### src/rtl/afifo_rd_drain.sv
// Purpose: read-domain drain for the dual-clock AFIFO; pops words into a 2-entry skid buffer and emits a framed valid/ready stream.
// Latency: 2 cycles from rd_en to m_valid (pop at edge N, buffered at N+1); output is registered from the buffer head.
// Backpressure: pops are withheld whenever buffered plus in-flight words reach 2, so a stalled sink never loses data.
module afifo_rd_drain #(
   parameter int DATA_WIDTH = 32,
   parameter int PKT_LEN    = 4,
   parameter int CNT_WIDTH  = 16
) (
   input  logic                  clk_rd,
   input  logic                  rst_rd,
   input  logic                  enable,
   output logic                  fifo_rd_en,
   input  logic [DATA_WIDTH-1:0] fifo_rdata,
   input  logic                  fifo_empty,
   output logic                  m_valid,
   input  logic                  m_ready,
   output logic [DATA_WIDTH-1:0] m_data,
   output logic                  m_last,
   output logic                  busy,
   output logic [CNT_WIDTH-1:0]  pop_cnt
);

   localparam int            BW        = (PKT_LEN > 1) ? $clog2(PKT_LEN) : 1;
   localparam logic [BW-1:0] LAST_BEAT = BW'(PKT_LEN - 1);

   localparam logic [1:0] ST_IDLE  = 2'd0;
   localparam logic [1:0] ST_RUN   = 2'd1;
   localparam logic [1:0] ST_DRAIN = 2'd2;

   logic [1:0]            state;
   logic [1:0]            state_nxt;
   logic [1:0]            buf_cnt;     // words held: m_data is the head, buf_tail the second slot
   logic                  inflight;    // a pop was accepted last edge; its word lands this edge
   logic [DATA_WIDTH-1:0] buf_tail;
   logic [BW-1:0]         beat_cnt;    // packet position of the head word
   logic [2:0]            occ;
   logic                  pop_acc;
   logic                  xfer;

   // Occupancy counts the in-flight word so the buffer can never be overrun.
   always_comb begin
      occ        = {1'b0, buf_cnt} + {2'b00, inflight};
      fifo_rd_en = !rst_rd && enable && ((state != ST_IDLE) || enable) && (occ < 3'd2);
      pop_acc    = fifo_rd_en && !fifo_empty;
      m_valid    = (buf_cnt != 2'd0);
      xfer       = m_valid && m_ready;
      m_last     = m_valid && (beat_cnt == LAST_BEAT);
      busy       = (buf_cnt != 2'd0) || inflight;
   end

   // Next-state: DRAIN lets in-flight and buffered words leave before going idle.
   always_comb begin
      state_nxt = state;
      case (state)
         ST_IDLE:  if (enable) state_nxt = ST_RUN;
         ST_RUN:   if (!enable) state_nxt = (occ != 3'd0) ? ST_DRAIN : ST_IDLE;
         ST_DRAIN: begin
            if (enable)            state_nxt = ST_RUN;
            else if (occ == 3'd0)  state_nxt = ST_IDLE;
         end
         default:  state_nxt = ST_IDLE;
      endcase
   end

   // State register.
   always_ff @(posedge clk_rd) begin
      if (rst_rd) state <= ST_IDLE;
      else        state <= state_nxt;
   end

   // Skid buffer: capture the registered FIFO word, shift head on transfer, keep strict order.
   always_ff @(posedge clk_rd) begin
      if (rst_rd) begin
         buf_cnt  <= 2'd0;
         inflight <= 1'b0;
         m_data   <= '0;
         buf_tail <= '0;
      end else begin
         inflight <= pop_acc;
         case (buf_cnt)
            2'd0: begin
               if (inflight) begin
                  m_data  <= fifo_rdata;
                  buf_cnt <= 2'd1;
               end
            end
            2'd1: begin
               if (inflight && xfer) begin
                  m_data <= fifo_rdata;
               end else if (inflight) begin
                  buf_tail <= fifo_rdata;
                  buf_cnt  <= 2'd2;
               end else if (xfer) begin
                  buf_cnt <= 2'd0;
               end
            end
            default: begin
               if (xfer) begin
                  m_data <= buf_tail;
                  if (inflight) buf_tail <= fifo_rdata;
                  else          buf_cnt  <= 2'd1;
               end
            end
         endcase
      end
   end

   // Beat position survives enable toggles; only reset clears it.
   always_ff @(posedge clk_rd) begin
      if (rst_rd)
         beat_cnt <= '0;
      else if (xfer)
         beat_cnt <= (beat_cnt == LAST_BEAT) ? '0 : beat_cnt + 1'b1;
   end

   // Free-running count of accepted pops, wraps naturally.
   always_ff @(posedge clk_rd) begin
      if (rst_rd)       pop_cnt <= '0;
      else if (pop_acc) pop_cnt <= pop_cnt + 1'b1;
   end

endmodule

### config.mk
export PLATFORM = sky130hd
export DESIGN_NAME = afifo_rd_drain
export DESIGN_NICKNAME = d
export VERILOG_FILES = /design/src/rtl/afifo_rd_drain.sv
export SDC_FILE = /design/constraint.sdc
export NUM_CORES = 1
export LEC_CHECK = 0
export CAP_MARGIN = 15
export CORE_MARGIN = 3
export CORE_UTILIZATION = 30
export DETAILED_ROUTE_END_ITERATION = 12
export PLACE_DENSITY = 0.58
export REMOVE_ABC_BUFFERS = 1
export SLEW_MARGIN = 25
export SYNTH_ARGS = -nofsm -noshare
export SYNTH_HDL_FRONTEND = slang
export SYNTH_SLANG_ARGS = --single-unit
### constraint.sdc
create_clock -name clk_rd -period 1.94 [get_ports clk_rd]
set_clock_uncertainty 0.15 [all_clocks]
set_input_delay 0.388 -clock clk_rd [delete_from_list [all_inputs] [get_ports clk_rd]]
set_output_delay 0.388 -clock clk_rd [all_outputs]
set_load 0.01 [all_outputs]
==> results of run 1 <==
[Yosys cell counts (all sizes together)]
cell,n
dfxtp,85
nor2,75
mux2i,65
a211oi,32
buf,19
a21oi,12
o21ai,8
clkbuf,7
nand4,7
xor2,7
nand3,6
nand2,5
or3,5
or4,4
and2,3
and4,3
inv,3
o31ai,3
and3,2
ha,2
nor2b,2
nor3,2
a21boi,1
a22oi,1
and3b,1
nand2b,1
nand3b,1
nor3b,1
o22a,1
xnor2,1
[tightest hold or removal path: stages (launching register included)]
cell	delay [ns]
dfxtp_1	0.32
mux2i_1	0.07
nor2_1	0.07
[power by group]
part	total [W]	internal [W]	leakage, nW	switching, W
clock network	0.00165	0.000983	0.138	0.000665
registers	0.00181	0.00179	0.691	0.0000259
logic	0.000373	0.000209	1.16	0.000164
[cell families (layout without fill, tap and decap cells)]
logic type / Yosys count / count (layout) / synth area share
compound gates: 58 / 58 / 0.1104
flops: 85 / 85 / 0.4767
fa+ha+maj: 2 / 2 / 0.007009
simple gates: 118 / 118 / 0.1584
buf+inv: 29 / 130 / 0.04557
mux: 65 / 65 / 0.1823
xor+xnor: 8 / 8 / 0.01963
[registers in the layout (all words and copies together) (netlist names)]
register	cells
buf_tail	32
inflight	1
m_data	32
beat_cnt	2
pop_cnt	16
buf_cnt	2
[stage by stage]
| step | setup TNS, ns | setup WS [ns] |
|---|---|---|
| 2_1_floorplan | -102.05 | -1.557 |
| 3_3_place_gp | -4.929 | -0.2539 |
| 3_5_place_dp | -5.253 | -0.2651 |
| 4_1_cts | 0 | 0.003386 |
| 5_1_grt | 0 | 0.001720 |
| 6_report | 0 | 0.04997 |
[repair_timing]
item,4_1_cts,5_1_grt
buffers inserted,0,0
resized for setup,7,5
setup endpoints to repair,4,5
hold endpoints to repair,0,0
hold buffers,0,0
[area by class of cell]
type                    instances  area, um^2  share of cell area
clock inverters                 5       52.55             0.01050
clock buffers                  10       229.0             0.04574
multi-input cells             251        1727              0.3449
flip-flops and latches         85        1709              0.3414
inverters                       3       11.26            0.002249
repair buffers                112        1099              0.2194
well taps                     143       178.9             0.03574
[worst paths after layout]
path,startpoint,to,slack [ns],cells past startpoint
max,buf_cnt[0]$_SDFFE_PP0P_,m_valid,0.05,3
min,buf_tail[10]$_SDFFE_PP0P_,buf_tail[10]$_SDFFE_PP0P_,0.34,2
max reg2reg,buf_cnt[1]$_SDFFE_PP0P_,buf_tail[4]$_SDFFE_PP0P_,0.16,6
min reg2reg,buf_tail[10]$_SDFFE_PP0P_,buf_tail[10]$_SDFFE_PP0P_,0.34,2
[per-layer routing]
layer | global-route usage | routed length (um) | vias up
li1 | - | - | 1492
met5 | 0 | 0 | -
met3 | 0.03474 | 473 | 8
met2 | 0.2157 | 3858 | 71
met4 | 0.05399 | 113 | 0
met1 | 0.1673 | 4042 | 1399
==> results.ini, run 1 <==
[timing]
hold_violations = 0
max_freq_ghz = 0.5291
finalSetupViolCount = 0
min_period_over_period = 0.9742
whs_ns = 0.3420
slew_headroom = 0.4812
tightest_slew_ns = 0.7782
drv_slew = 0
rsz0062_at_grt = no
period_needed_ns = 1.890

[global_routing]
grt_antenna_before_repair = 0
grt_max_degree = 75
grt_pass1_vias = 2919
grt_overflow = 0
grtUsageTotal = 0.1326
grt_pass1_wl_um = 13840

[synth]
synth.area.top_cells = dfxtp_1 (48%), mux2i_1 (18%), nor2_1 (7.9%)
syn_avg_cell_area_um2 = 9.780
synth_cell_types = 37
synth_cells = 365
synth.largest_area_cell = dfxtp_1
ys_seq_area_frac = 0.4767
synth_top_area_share = 0.4767
ys_warn_count = 0
ys_ff_latch = 85
synth_area_mm2 = 0.003570

[outcome]
status = finished, final reports clean

[cells_and_area]
post-route-util = 0.4347
drive_gt1_frac = 0.1116
fillCellCount = 1141
mostFrequentLayoutCell = clkdlybuf4s50_1
nets = 501
layout.cells.non_filler = 609
area_growth_pct = 40.24
mostFrequentLayoutCells = clkdlybuf4s50_1 (84), dfxtp_1 (81), nor2_1 (74)
antennaDiodeCount = 0
fin_area_mm2 = 0.005006

[pwr]
power_w = 0.003835
power.density_mw_per_mm2 = 766.1
irDropWorstVdd_mv = 0.3968
total_leakage_power_nw = 1.991

[drt]
drtPass1Iterations = 4
wl_per_cell_um = 13.93
route.antenna.remaining_nets = 0
drc = 0
vias = 2970
post_drt_via_cell_ratio = 4.877
drt-total-wl_um = 8486
drtIter0Drc = 146

[worst_setup_path]
slowest_delay_ns = 0.52
crit_buf_inv = 2
required_ns = 1.40
slowest_stage = clkdlybuf4s50_1
arrival_ns = 1.35
cp-start-kind = register
cp_top_family = buffers and inverters
path_max_fanout = 4
path_class = reg -> out
crit_path_cell_trace = nor2_4 -> inv_1 -> clkdlybuf4s50_1
end_kind = primary output

[cts]
cts_tree = built
clockBufferDepth = 2
numCtsBuffers = 9
cts_htree_levels = 3
clkSinkCount = 85
cts.root.buffer_cell = clkbuf_16
clk_pin_slew_worst_paths_ns = 0.06
clock_latency_ns = 0.33

[floorplan]
start_util = 0.3100
dieHeight_um = 115.1
fp-row-count = 39
core_mm2 = 0.01152
io_pins = 89
die-area_mm2 = 0.01324
die_w_um = 115.1

[flow_run]
maxCapViolCount = 0

[place]
place_area_mm2 = 0.004713
post-place-cells = 594
dp_hpwl_um = 5878
io_buffers = 88
gp_congestion = 0.7324

[hold_path]
hp-class = reg -> reg

Note: power is estimated with default switching activity, not from simulation.
==> inputs of run 2 (changes only) <==
==> constraint.sdc (replaced) <==
create_clock -name clk_rd -period 2.3 [get_ports clk_rd]
set_clock_uncertainty 0.15 [all_clocks]
set_input_delay 0.46 -clock clk_rd [delete_from_list [all_inputs] [get_ports clk_rd]]
set_output_delay 0.46 -clock clk_rd [all_outputs]
set_load 0.01 [all_outputs]
==> run 2 against run 1 <==
- total power shrank 15%
- first-iteration DRC count shrank 8.2%
- sequential power shrank 15%
- sequential share of layout area grew 0.80 points
- critical path type unchanged
==> results.ini, run 2 (synthesized netlist as in run 1, its figures left out) <==
[outcome]
status = finished, final reports clean

[timing]
rsz0062_at_grt = no
fin_tns_setup_ns = 0
drv_slew = 0
min_period_over_period = 0.9443
finalSetupViolCount = 0
whs_ns = 0.3374
fin_ws_ns = 0.1281
tightest_slew_ns = 0.8828
slew_headroom = 0.4115
period_needed_ns = 2.172
max_freq_ghz = 0.4604
hold_violations = 0

[global_routing]
grt_pass1_vias = 2768
grt_overflow = 0
grt_max_degree = 85
grtUsageTotal = 0.1252
grt_pass1_wl_um = 13360
grt_antenna_before_repair = 0

[cells_and_area]
seq_area_mm2 = 0.001704
area_growth_pct = 36.63
multi_input_area_mm2 = 0.001714
nets = 487
largestRegisters = buf_tail x32, m_data x32, pop_cnt x16
antennaDiodeCount = 0
mostFrequentLayoutCells = clkdlybuf4s50_1 (86), dfxtp_1 (83), nor2_1 (75)
mostFrequentLayoutCell = clkdlybuf4s50_1
drive_gt1_frac = 0.07285
fillCellCount = 1146

[worst_setup_path]
crit_path_cell_trace = or3_1 -> clkdlybuf4s50_1
slowest_delay_ns = 0.48
cp-start-kind = register
required_ns = 1.69
path_class = reg -> out
arrival_ns = 1.56
slowest_stage = clkdlybuf4s50_1
path_max_fanout = 8
reg2reg_depth = 5
end_kind = primary output

[cts]
numCtsBuffers = 9
clk_pin_slew_worst_paths_ns = 0.06
cts.root.buffer_cell = clkbuf_16
cts_tree = built
clkSinkCount = 85
clock_latency_ns = 0.33
cts_htree_levels = 3
cts_setup_buffers = 0
clockBufferDepth = 2
cts_resized = 1
hold_buffers = 0

[place]
gp_congestion = 0.7984
io_buffers = 88
pre_cts_slack_ns = -0.02757
dp_hpwl_um = 5501

[drt]
drtIter0Drc = 134
route.antenna.remaining_nets = 0
drt-total-wl_um = 8198
drtPass1Iterations = 6
vias = 2921
wl_per_cell_um = 13.76
post_drt_via_cell_ratio = 4.901
drc = 0

[pwr]
irDropWorstVdd_mv = 0.3961
total_leakage_power_nw = 1.909
power.density_mw_per_mm2 = 668.1

[floorplan]
fp-row-count = 39
die-area_mm2 = 0.01324
dieHeight_um = 115.1
io_pins = 89
core_mm2 = 0.01152
die_w_um = 115.1
start_util = 0.3100

[hold_path]
min_path_cells = 2
hp-class = reg -> reg

[flow_run]
maxCapViolCount = 0

## run 2: cell types whose count changed in the layout (fill, tap and decap cells not counted), sizes merged
cell / change
clkbuf: +1
dlygate4sd2: -1
clkdlybuf4s50: +2
buf: -14
clkinv: -1
## run 2: critical path, delay by kind of cell, from the launching register on
kind	cells	cell delay [ns]
buffers and inverters	1	0.48
AND/OR/NAND/NOR	1	0.34
flip-flops	1	0.42
## run 2: power by group
| part | internal [W] | switching [W] |
|---|---|---|
| clock | 0.000868 | 0.000565 |
| sequential | 0.00151 | 0.0000242 |
| combinational | 0.000162 | 0.000130 |
| total | 0.00254 | 0.000719 |
## run 2: per-stage QoR
step / instance area [um^2] / utilization / instances / total power [W]
after floorplan: 3418 / - / 339 / 0.001667
after global placement: 4583 / 0.3980 / 580 / 0.001855
after detailed placement: 4583 / 0.3980 / 580 / 0.001860
after CTS: 4876 / 0.4234 / 596 / 0.003312
after global routing: 4877 / 0.4235 / 596 / 0.003421
final: 4877 / 0.4235 / 596 / 0.003258
## run 2: layout make-up
cell class / count / share of cell area
clock buffers: 12 / 0.05054
clock inverters: 4 / 0.009749
inverters: 3 / 0.002309
multi-input cells: 251 / 0.3515
flip-flops and latches: 85 / 0.3494
well taps: 143 / 0.03669
repair buffers: 98 / 0.1998
## run 2: final timing paths
path	from	endpoint	slack (ns)
worst min register to register	pop_cnt[15]$_SDFFE_PP0P_	pop_cnt[15]$_SDFFE_PP0P_	0.34
worst max-delay path	inflight$_SDFF_PP0_	busy	0.13
worst max register to register	pop_cnt[0]$_SDFFE_PP0P_	pop_cnt[12]$_SDFFE_PP0P_	0.45
worst min-delay path	pop_cnt[15]$_SDFFE_PP0P_	pop_cnt[15]$_SDFFE_PP0P_	0.34
## run 2: metal layers
| metal | wire length, um | GRT usage | part of all wire |
|---|---|---|---|
| met5 | 0 | 0 | 0 |
| met3 | 515 | 0.03895 | 0.063 |
| met4 | 61 | 0.03991 | 0.0074 |
| met2 | 3618 | 0.1944 | 0.44 |
| met1 | 4003 | 0.1663 | 0.49 |
